--- src/rtl/clock_pkg.sv ---
// Shared types and limits for the alarm clock: time widths, wrap limits and the
// settings FSM state encoding, plus wrap-around increment helpers.
package clock_pkg;

    localparam int unsigned MIN_W  = 7;
    localparam int unsigned HOUR_W = 6;

    localparam logic [MIN_W-1:0]  MIN_MAX  = 7'd59;
    localparam logic [HOUR_W-1:0] HOUR_MAX = 6'd23;

    typedef enum logic [2:0] {
        StRun     = 3'd0,
        StEditHr  = 3'd1,
        StEditMin = 3'd2,
        StAlmHr   = 3'd3,
        StAlmMin  = 3'd4
    } set_state_t;

    function automatic logic [MIN_W-1:0] next_minute(input logic [MIN_W-1:0] m);
        return (m >= MIN_MAX) ? '0 : m + 7'd1;
    endfunction

    function automatic logic [HOUR_W-1:0] next_hour(input logic [HOUR_W-1:0] h);
        return (h >= HOUR_MAX) ? '0 : h + 6'd1;
    endfunction

endpackage

--- src/rtl/button_debounce.sv ---
// Raw push-button conditioner: 2-flop synchronizer, stability counter and a
// one-cycle press event on the accepted released-to-pressed transition.
module button_debounce #(
    parameter int unsigned DEBOUNCE_CYCLES = 500000
) (
    input  logic clk,
    input  logic rst,
    input  logic btn_i,
    output logic press_evt_o
);

    localparam int unsigned CntW = $clog2(DEBOUNCE_CYCLES + 1);

    logic            sync1_q, sync2_q;
    logic            level_q, level_d;
    logic            evt_q, evt_d;
    logic [CntW-1:0] cnt_q, cnt_d;

    // Level is active-low: 1 = released.
    always_comb begin
        level_d = level_q;
        cnt_d   = cnt_q;
        evt_d   = 1'b0;
        if (sync2_q == level_q) begin
            cnt_d = '0;
        end else if (cnt_q == CntW'(DEBOUNCE_CYCLES - 1)) begin
            cnt_d   = '0;
            level_d = sync2_q;
            evt_d   = ~sync2_q;
        end else begin
            cnt_d = cnt_q + CntW'(1);
        end
    end

    always_ff @(posedge clk or negedge rst) begin
        if (!rst) begin
            sync1_q <= 1'b1;
            sync2_q <= 1'b1;
            level_q <= 1'b1;
            evt_q   <= 1'b0;
            cnt_q   <= '0;
        end else begin
            sync1_q <= btn_i;
            sync2_q <= sync1_q;
            level_q <= level_d;
            evt_q   <= evt_d;
            cnt_q   <= cnt_d;
        end
    end

    assign press_evt_o = evt_q;

endmodule

--- src/rtl/clock_settings_fsm.sv ---
// Set-time / set-alarm editing front end: two debounced buttons drive an edit FSM
// that captures the running time, steps hours/minutes and commits with load pulses.
module clock_settings_fsm
    import clock_pkg::*;
#(
    parameter int unsigned DEBOUNCE_CYCLES = 500000,
    parameter int unsigned TIMEOUT_CYCLES  = 500000000,
    parameter int unsigned BLINK_CYCLES    = 12500000
) (
    input  logic              clk,
    input  logic              rst,
    input  logic              btn_mode,
    input  logic              btn_inc,
    input  logic [MIN_W-1:0]  cur_minutes,
    input  logic [HOUR_W-1:0] cur_hours,
    output logic              load_time,
    output logic [MIN_W-1:0]  load_minutes,
    output logic [HOUR_W-1:0] load_hours,
    output logic              set_alarm,
    output logic [MIN_W-1:0]  set_minutes,
    output logic [HOUR_W-1:0] set_hours,
    output logic [2:0]        mode,
    output logic [MIN_W-1:0]  edit_value_min,
    output logic [HOUR_W-1:0] edit_value_hr,
    output logic              blink
);

    localparam int unsigned IdleW  = $clog2(TIMEOUT_CYCLES + 1);
    localparam int unsigned BlinkW = $clog2(BLINK_CYCLES + 1);

    logic mode_evt, inc_evt;

    button_debounce #(.DEBOUNCE_CYCLES(DEBOUNCE_CYCLES)) u_mode_btn (
        .clk        (clk),
        .rst        (rst),
        .btn_i      (btn_mode),
        .press_evt_o(mode_evt)
    );

    button_debounce #(.DEBOUNCE_CYCLES(DEBOUNCE_CYCLES)) u_inc_btn (
        .clk        (clk),
        .rst        (rst),
        .btn_i      (btn_inc),
        .press_evt_o(inc_evt)
    );

    set_state_t        state_q, state_d;
    logic [HOUR_W-1:0] work_hr_q, work_hr_d, load_hr_q, load_hr_d, alarm_hr_q, alarm_hr_d;
    logic [MIN_W-1:0]  work_min_q, work_min_d, load_min_q, load_min_d, alarm_min_q, alarm_min_d;
    logic              load_time_q, load_time_d, set_alarm_q, set_alarm_d;
    logic [IdleW-1:0]  idle_q, idle_d;
    logic              blink_q, blink_d;
    logic [BlinkW-1:0] blink_cnt_q, blink_cnt_d;
    logic              in_edit, timeout, inc_take;

    always_comb begin
        state_d     = state_q;
        work_hr_d   = work_hr_q;
        work_min_d  = work_min_q;
        load_hr_d   = load_hr_q;
        load_min_d  = load_min_q;
        alarm_hr_d  = alarm_hr_q;
        alarm_min_d = alarm_min_q;
        load_time_d = 1'b0;
        set_alarm_d = 1'b0;
        idle_d      = idle_q;
        blink_d     = blink_q;
        blink_cnt_d = blink_cnt_q;

        in_edit  = (state_q != StRun);
        timeout  = in_edit && (idle_q == IdleW'(TIMEOUT_CYCLES - 1));
        inc_take = in_edit && inc_evt && !mode_evt;

        unique case (state_q)
            StRun: begin
                if (mode_evt) begin
                    state_d    = StEditHr;
                    work_hr_d  = cur_hours;
                    work_min_d = cur_minutes;
                end
            end
            StEditHr: begin
                if (mode_evt)     state_d   = StEditMin;
                else if (inc_evt) work_hr_d = next_hour(work_hr_q);
            end
            StEditMin: begin
                if (mode_evt) begin
                    state_d     = StAlmHr;
                    load_time_d = 1'b1;
                    load_hr_d   = work_hr_q;
                    load_min_d  = work_min_q;
                    work_hr_d   = alarm_hr_q;
                    work_min_d  = alarm_min_q;
                end else if (inc_evt) begin
                    work_min_d = next_minute(work_min_q);
                end
            end
            StAlmHr: begin
                if (mode_evt)     state_d   = StAlmMin;
                else if (inc_evt) work_hr_d = next_hour(work_hr_q);
            end
            StAlmMin: begin
                if (mode_evt) begin
                    state_d     = StRun;
                    set_alarm_d = 1'b1;
                    alarm_hr_d  = work_hr_q;
                    alarm_min_d = work_min_q;
                end else if (inc_evt) begin
                    work_min_d = next_minute(work_min_q);
                end
            end
            default: state_d = StRun;
        endcase

        // Any button event counts as activity and defers the timeout.
        if (timeout && !mode_evt && !inc_evt) state_d = StRun;

        if (!in_edit || mode_evt || inc_evt || timeout) idle_d = '0;
        else                                            idle_d = idle_q + IdleW'(1);

        // An increment restarts the half-period with the field lit.
        if (state_d == StRun) begin
            blink_d     = 1'b0;
            blink_cnt_d = '0;
        end else if (inc_take) begin
            blink_d     = 1'b1;
            blink_cnt_d = '0;
        end else if (blink_cnt_q == BlinkW'(BLINK_CYCLES - 1)) begin
            blink_d     = ~blink_q;
            blink_cnt_d = '0;
        end else begin
            blink_cnt_d = blink_cnt_q + BlinkW'(1);
        end
    end

    always_ff @(posedge clk or negedge rst) begin
        if (!rst) begin
            state_q     <= StRun;
            work_hr_q   <= '0;
            work_min_q  <= '0;
            load_hr_q   <= '0;
            load_min_q  <= '0;
            alarm_hr_q  <= '0;
            alarm_min_q <= '0;
            load_time_q <= 1'b0;
            set_alarm_q <= 1'b0;
            idle_q      <= '0;
            blink_q     <= 1'b0;
            blink_cnt_q <= '0;
        end else begin
            state_q     <= state_d;
            work_hr_q   <= work_hr_d;
            work_min_q  <= work_min_d;
            load_hr_q   <= load_hr_d;
            load_min_q  <= load_min_d;
            alarm_hr_q  <= alarm_hr_d;
            alarm_min_q <= alarm_min_d;
            load_time_q <= load_time_d;
            set_alarm_q <= set_alarm_d;
            idle_q      <= idle_d;
            blink_q     <= blink_d;
            blink_cnt_q <= blink_cnt_d;
        end
    end

    assign load_time      = load_time_q;
    assign load_minutes   = load_min_q;
    assign load_hours     = load_hr_q;
    assign set_alarm      = set_alarm_q;
    assign set_minutes    = alarm_min_q;
    assign set_hours      = alarm_hr_q;
    assign mode           = state_q;
    assign edit_value_min = work_min_q;
    assign edit_value_hr  = work_hr_q;
    assign blink          = blink_q;

endmodule
--- config.mk ---
export PLATFORM = sky130hd
export DESIGN_NAME = clock_settings_fsm
export DESIGN_NICKNAME = d
export VERILOG_FILES = /design/src/rtl/clock_pkg.sv /design/src/rtl/button_debounce.sv /design/src/rtl/clock_settings_fsm.sv
export SDC_FILE = /design/constraint.sdc
export NUM_CORES = 1
export LEC_CHECK = 0
export CORE_MARGIN = 2
export CORE_UTILIZATION = 45
export CTS_BUF_LIST = sky130_fd_sc_hd__clkbuf_4 sky130_fd_sc_hd__clkbuf_8
export DETAILED_ROUTE_END_ITERATION = 12
export DONT_BUFFER_PORTS = 1
export SYNTH_ARGS = -nofsm -noshare
export SYNTH_HDL_FRONTEND = slang
export SYNTH_HIERARCHICAL = 1
export SYNTH_SLANG_ARGS = --single-unit
--- constraint.sdc ---
create_clock -name clk -period 1.7 [get_ports clk]
set_input_delay 0.17 -clock clk [delete_from_list [all_inputs] [get_ports clk]]
set_output_delay 0.17 -clock clk [all_outputs]
set_load 0.03 [all_outputs]
; ---- Word level (Yosys, flattened, before mapping)
; Index checks and enable logic that the tools add are counted.
; Widths: inputs -> output; s select.
[classes]
n_lt_le_gt_ge = 2
n_eq_ne = 15
mux = 37
bitwise = 5
n_reduce_logical = 24
n_addsub = 6
[op_table]
columns = cell, count
row1 = $mux 19, 4
row2 = $mux 24, 3
row3 = $add 19x1->19 const B, 2
row4 = $eq 19x19->1 const B, 2
row5 = $mux 7, 5
row6 = $mux 6, 5
row7 = $add 29x1->29 const B, 1
row8 = $eq 29x29->1 const B, 1
row9 = $mux 29, 1
row10 = $add 24x1->24 const B, 1
row11 = $eq 24x24->1 const B, 1
row12 = $pmux 7 s3, 1
row13 = $mux 3, 6
row14 = $pmux 6 s3, 1
row15 = $pmux 3 s5, 1
row16 = $reduce_bool 3->1, 4
row17 = $mux 1, 10
row18 = $reduce_and 2->1, 4
row19 = $add 7x1->7 const B, 1
row20 = $ge 7x6->1 const B, 1
row21 = $add 6x1->6 const B, 1
row22 = $eq 3x2->1 const B, 2
row23 = $ge 6x5->1 const B, 1
row24 = $logic_not 3->1, 2
row25 = other kinds (12), 28
[word_totals]
ff_bits = 144
elab_cells = 111
input_bits = 17

; ---- Depth between registers and ports, before layout
[depth]
word_depth = 7
mapped_depth = 8

; ---- Modules after synthesis
; Netlist, hierarchy kept.
[by_module_without_submodules]
columns = mod, cells_per_inst, area_per_inst_um2, instances, seq_area_each_um2
row1 = clock_settings_fsm, 500, 5032.3, 1, 2452.4
row2 = button_debounce, 110, 1122.3, 2, 579.3

; ---- Worst setup path before layout
; OpenSTA, ideal clock, no wires.
[synth_path]
kind = reg2reg
from = register state_q[1], in the netlist mode[1]
to = register blink_cnt_q[15]
required_ns = 1.629
stages_incl_launch_ff = 9
arrival_time_ns = 1.939
synth_period_minus_slack_ns = 2.010
setup_slack_ns = -0.310
setup_ns = 0.071
cell_sequence = dfrtp_1 buf_6 or2_4 o211ai_4 nor4_4 or3_1 buf_6 buf_6 nor2_1
[synth_via]
elab_chain_len = 7
[synth_rtl]
columns = element, line
row1 = from (decl), clock_settings_fsm.sv:47  ; set_state_t state_q, state_d;
row2 = from (signal assigned), clock_settings_fsm.sv:138  ; state_q <= StRun;
row3 = from (signal assigned), clock_settings_fsm.sv:151  ; state_q <= state_d;
row4 = branches (longest 6 deep; another with $pmux 3 s5), --
row5 = $mux 24 (*), clock_settings_fsm.sv:122  ; if (state_d == StRun) begin
row6 = via blink_cnt_d[15], clock_settings_fsm.sv:53  ; logic [BlinkW-1:0] blink_cnt_q, blink_cnt_d;
row7 = to (signal assigned), clock_settings_fsm.sv:162  ; blink_cnt_q <= blink_cnt_d;
row8 = to (decl), clock_settings_fsm.sv:53
; Mark *: on every way through the listed nets, which the timed path passes.
; A chain may end at the register's enable or synchronous reset.

; ---- Worst setup path in the final report
[layout_path]
from = register idle_q[12]
to = register blink_cnt_q[23]
[layout_via]
elab_chain_len = 7
[layout_rtl]
columns = element, line
row1 = from (decl), clock_settings_fsm.sv:51  ; logic [IdleW-1:0] idle_q, idle_d;
row2 = from (signal assigned), clock_settings_fsm.sv:160  ; idle_q <= idle_d;
row3 = $eq 29x29->1, clock_settings_fsm.sv:71  ; timeout = in_edit && (idle_q == IdleW'(TIMEOUT_CYCLES - 1));
row4 = $logic_and 1x1->1, clock_settings_fsm.sv:71
row5 = $logic_and 1x1->1 (2 in a row), clock_settings_fsm.sv:116  ; if (timeout && !mode_evt && !inc_evt) state_d = StRun;
row6 = $mux 3, clock_settings_fsm.sv:116
row7 = $logic_not 3->1, clock_settings_fsm.sv:122
row8 = $mux 24, clock_settings_fsm.sv:122
row9 = via blink_cnt_d[23], clock_settings_fsm.sv:53
; The timed path passes the listed nets, and every way through them passes these cells.

==> flow_metrics.env <==
export IMPL_grt_antenna_before_repair=0
export IMPL_min_period_ps=1810
export IMPL_wl_met2_um=8350
export IMPL_wl_met3_um=646
export IMPL_worstSetupPathType="reg -> reg"
export IMPL_routed_top_layer="met4"
export IMPL_drtPass1Iterations=4
export IMPL_syn_inst=720
export IMPL_rsz0062_at_grt="yes"
export IMPL_m1WireLength_um=7490
export IMPL_fin_area_um2=9350
export IMPL_max_freq_ghz=0.554
export IMPL_maxSlewViolCount=0
export IMPL_placed_area_um2=8450
export IMPL_drc_errors=0
export IMPL_cts_max_level=4
export IMPL_syn_area_um2=7280
export IMPL_hp_class="in -> async"
export IMPL_fill_cells=1336
export IMPL_grt_pass1_vias=5818
export IMPL_die_area_um2=17200
export IMPL_ant_nets=0
export IMPL_clock_sinks=144
export IMPL_crit_required_ps=2040
export IMPL_viasPerCell=5.36
export IMPL_final_hold_viol_count=144
export IMPL_hold_buffers=13
export IMPL_cts_path_max_buffers=2
export IMPL_syn_area_per_cell_um2=10.1
export IMPL_io_pins=62
export IMPL_power_density_nw_per_um2=696
export IMPL_synth_distinct_cells=60
export IMPL_multi_input_comb_area_um2=3700
export IMPL_start_util=0.460
export IMPL_worstPathArrival_ps=2150
export IMPL_vias=5875
export IMPL_final_util=0.590
export IMPL_synth_seq_area_share=0.496
export IMPL_die_y_um=131
export IMPL_die_width_um=131
export IMPL_n_antenna_cell=0
export IMPL_leakagePower_nw=3.88
export IMPL_pre_cts_slack_ps=-114
export IMPL_yosys_warnings=6
export IMPL_synth_top_area_cell="dfrtp_1"
export IMPL_timing_final_crit_share=1.06
export IMPL_yosysTopAreaCellShare=0.475
export IMPL_nets=890
export IMPL_synth_ff_type="dfrtp_1"
export IMPL_grt_pass1_wl_um=28400
export IMPL_drt_total_wl_um=16700
export IMPL_drt_iter0_drc=326
export IMPL_overflow=0
export IMPL_intPower_w=0.00508
export IMPL_crit_path_end_kind="flop"
export IMPL_cts_buffers=17
export IMPL_grt_max_degree=145
export IMPL_wire_per_inst_um=15.2
export IMPL_io_buffer_count=0
export IMPL_async_flop_share=1.00
export IMPL_startpoint_type="flop"
export IMPL_swShare=0.219
export IMPL_drv_cap=0
export IMPL_final_common_cell="dfrtp_1"
export IMPL_clkTransAtPathRegs_ps=80
export IMPL_power_frac_comb=0.023
export IMPL_p_switching_w=0.00143
export IMPL_power_frac_seq=0.532
export IMPL_mostFrequentLayoutCells="133 x dfrtp_1, 131 x buf_4, 92 x nor2_1"
export IMPL_ys_ff_latch=144
export IMPL_area_growth_synth_to_final_pct=28.4
export IMPL_whs_ps=-597
export IMPL_design_core_area_um2=15800
export IMPL_syn_nets=743
export IMPL_worst_slack_ps=-105
export IMPL_dp_hpwl_um=11500
export IMPL_cp_max_fo=24
export IMPL_violations="hold timing, setup timing"
export IMPL_synth_edf_count=0
export IMPL_pwr_share_clk=0.445
export IMPL_gp_congestion=0.846
export IMPL_slew_headroom=0.735
export IMPL_cts_root_buf="clkbuf_8"
export IMPL_core_rowCount=46
export IMPL_setup_violations=68
export IMPL_ir_drop_mv=0.658
export IMPL_regArea_um2=3620
export IMPL_drive_above_1_share=0.320
export IMPL_tightest_slew_ps=393
export IMPL_cts_tree="built"
export IMPL_grtUsageTotal=0.200
export IMPL_netlist_top_cells_area="dfrtp_1 47%, xnor2_1 5.9%, nor2_1 5.5%"
export IMPL_clock_skew_ps=8.64
export IMPL_clock_latency_ps=460
export IMPL_status="finished with violations"
registers in the layout (all words and copies together), names as in the netlist, 3 cells and up:
register / count
idle_q: 29
blink_cnt_q: 24
u_inc_btn/cnt_q: 19
u_mode_btn/cnt_q: 19
edit_value_min: 7
load_minutes: 7
set_minutes: 7
edit_value_hr: 6
load_hours: 6
set_hours: 6
mode: 3
repair_timing:
| item | 4_1_cts | 5_1_grt |
|---|---|---|
| hold endpoints to repair | 157 | 144 |
| setup buffers | 1 | 9 |
| cloned | 1 | 0 |
| resized for setup | 7 | 53 |
| setup endpoints to repair | 78 | 101 |
| pin swaps | 1 | 22 |
synthesized netlist by cell type, drive strengths merged, types with 9 or more instances:
cell and number:
clkbuf 11, xor2 38, nor4 17, nand3 36
nor2b 9, nand4 38, nor2 109, o21ai 15
xnor2 49, mux2 29, and3 10, nand2 50
a21oi 21, dfrtp 138, nor3 23, buf 16
inv 19
critical path: stages (launching register included):
cell	delay, ps
dfrtp_1	410
nor4b_1	400
nand4b_1	200
nor4_4	250
or3_1	190
buf_12	170
nor2_1	60
routing by layer:
metal	GRT usage	vias up
met5	0	-
met3	0.0475	19
li1	-	2842
met4	0.0628	0
met2	0.333	102
met1	0.260	2912
final timing paths:
check	from	endpoint	slack, ps	cells past startpoint
max	idle_q[12]$_DFF_PN0_	blink_cnt_q[23]$_DFF_PN0_	-110	6
min	rst	blink_cnt_q[2]$_DFF_PN0_	-600	0
max reg2reg	idle_q[12]$_DFF_PN0_	blink_cnt_q[23]$_DFF_PN0_	-110	6
min reg2reg	u_mode_btn/sync1_q$_DFF_PN1_	u_mode_btn/sync2_q$_DFF_PN1_	360	0
max in group asynchronous	rst	u_inc_btn/sync1_q$_DFF_PN1_	2000	0
min in group clk	cur_hours[0]	edit_value_hr[0]$_DFFE_PN0P_	30	3
power groups by stage:
stage / sequential [W] / clock [W] / combinational, W
2_1_floorplan: 0.00352 / 0 / 0.0000580
3_3_place_gp: 0.00353 / 0 / 0.0000843
3_5_place_dp: 0.00353 / 0 / 0.0000859
4_1_cts: 0.00346 / 0.00298 / 0.000119
5_1_grt: 0.00346 / 0.00314 / 0.000163
6_report: 0.00346 / 0.00290 / 0.000150
cell families after synthesis:
kind of cell | synth area share
AOI/OAI and AO/OA | 0.0684
xor gates and xnor gates | 0.105
adders and majority gates | 0.0103
buffers and inverters | 0.0303
DFF | 0.496
muxes | 0.0490
and+or+nand+nor | 0.241
through the flow:
stage                     setup TNS [ps]  hold slack, ps  cells  total power [W]
after global placement             -2240            -119   1040          0.00361
final                              -4600            -597   1096          0.00650
after CTS                          -4200            -635   1087          0.00656
after floorplan                    -7720            -126    720          0.00358
after global routing              -11080            -640   1096          0.00677
after detailed placement           -4140            -119   1040          0.00361
layout make-up:
cell class / instances / area share
clock buffers: 20 / 0.0288
clock inverters: 12 / 0.0170
inverters: 19 / 0.00763
multi-input cells: 530 / 0.396
flip-flops and latches: 144 / 0.387
well taps: 216 / 0.0289
repair buffers: 155 / 0.134
Power figures use the tool's default switching activity.
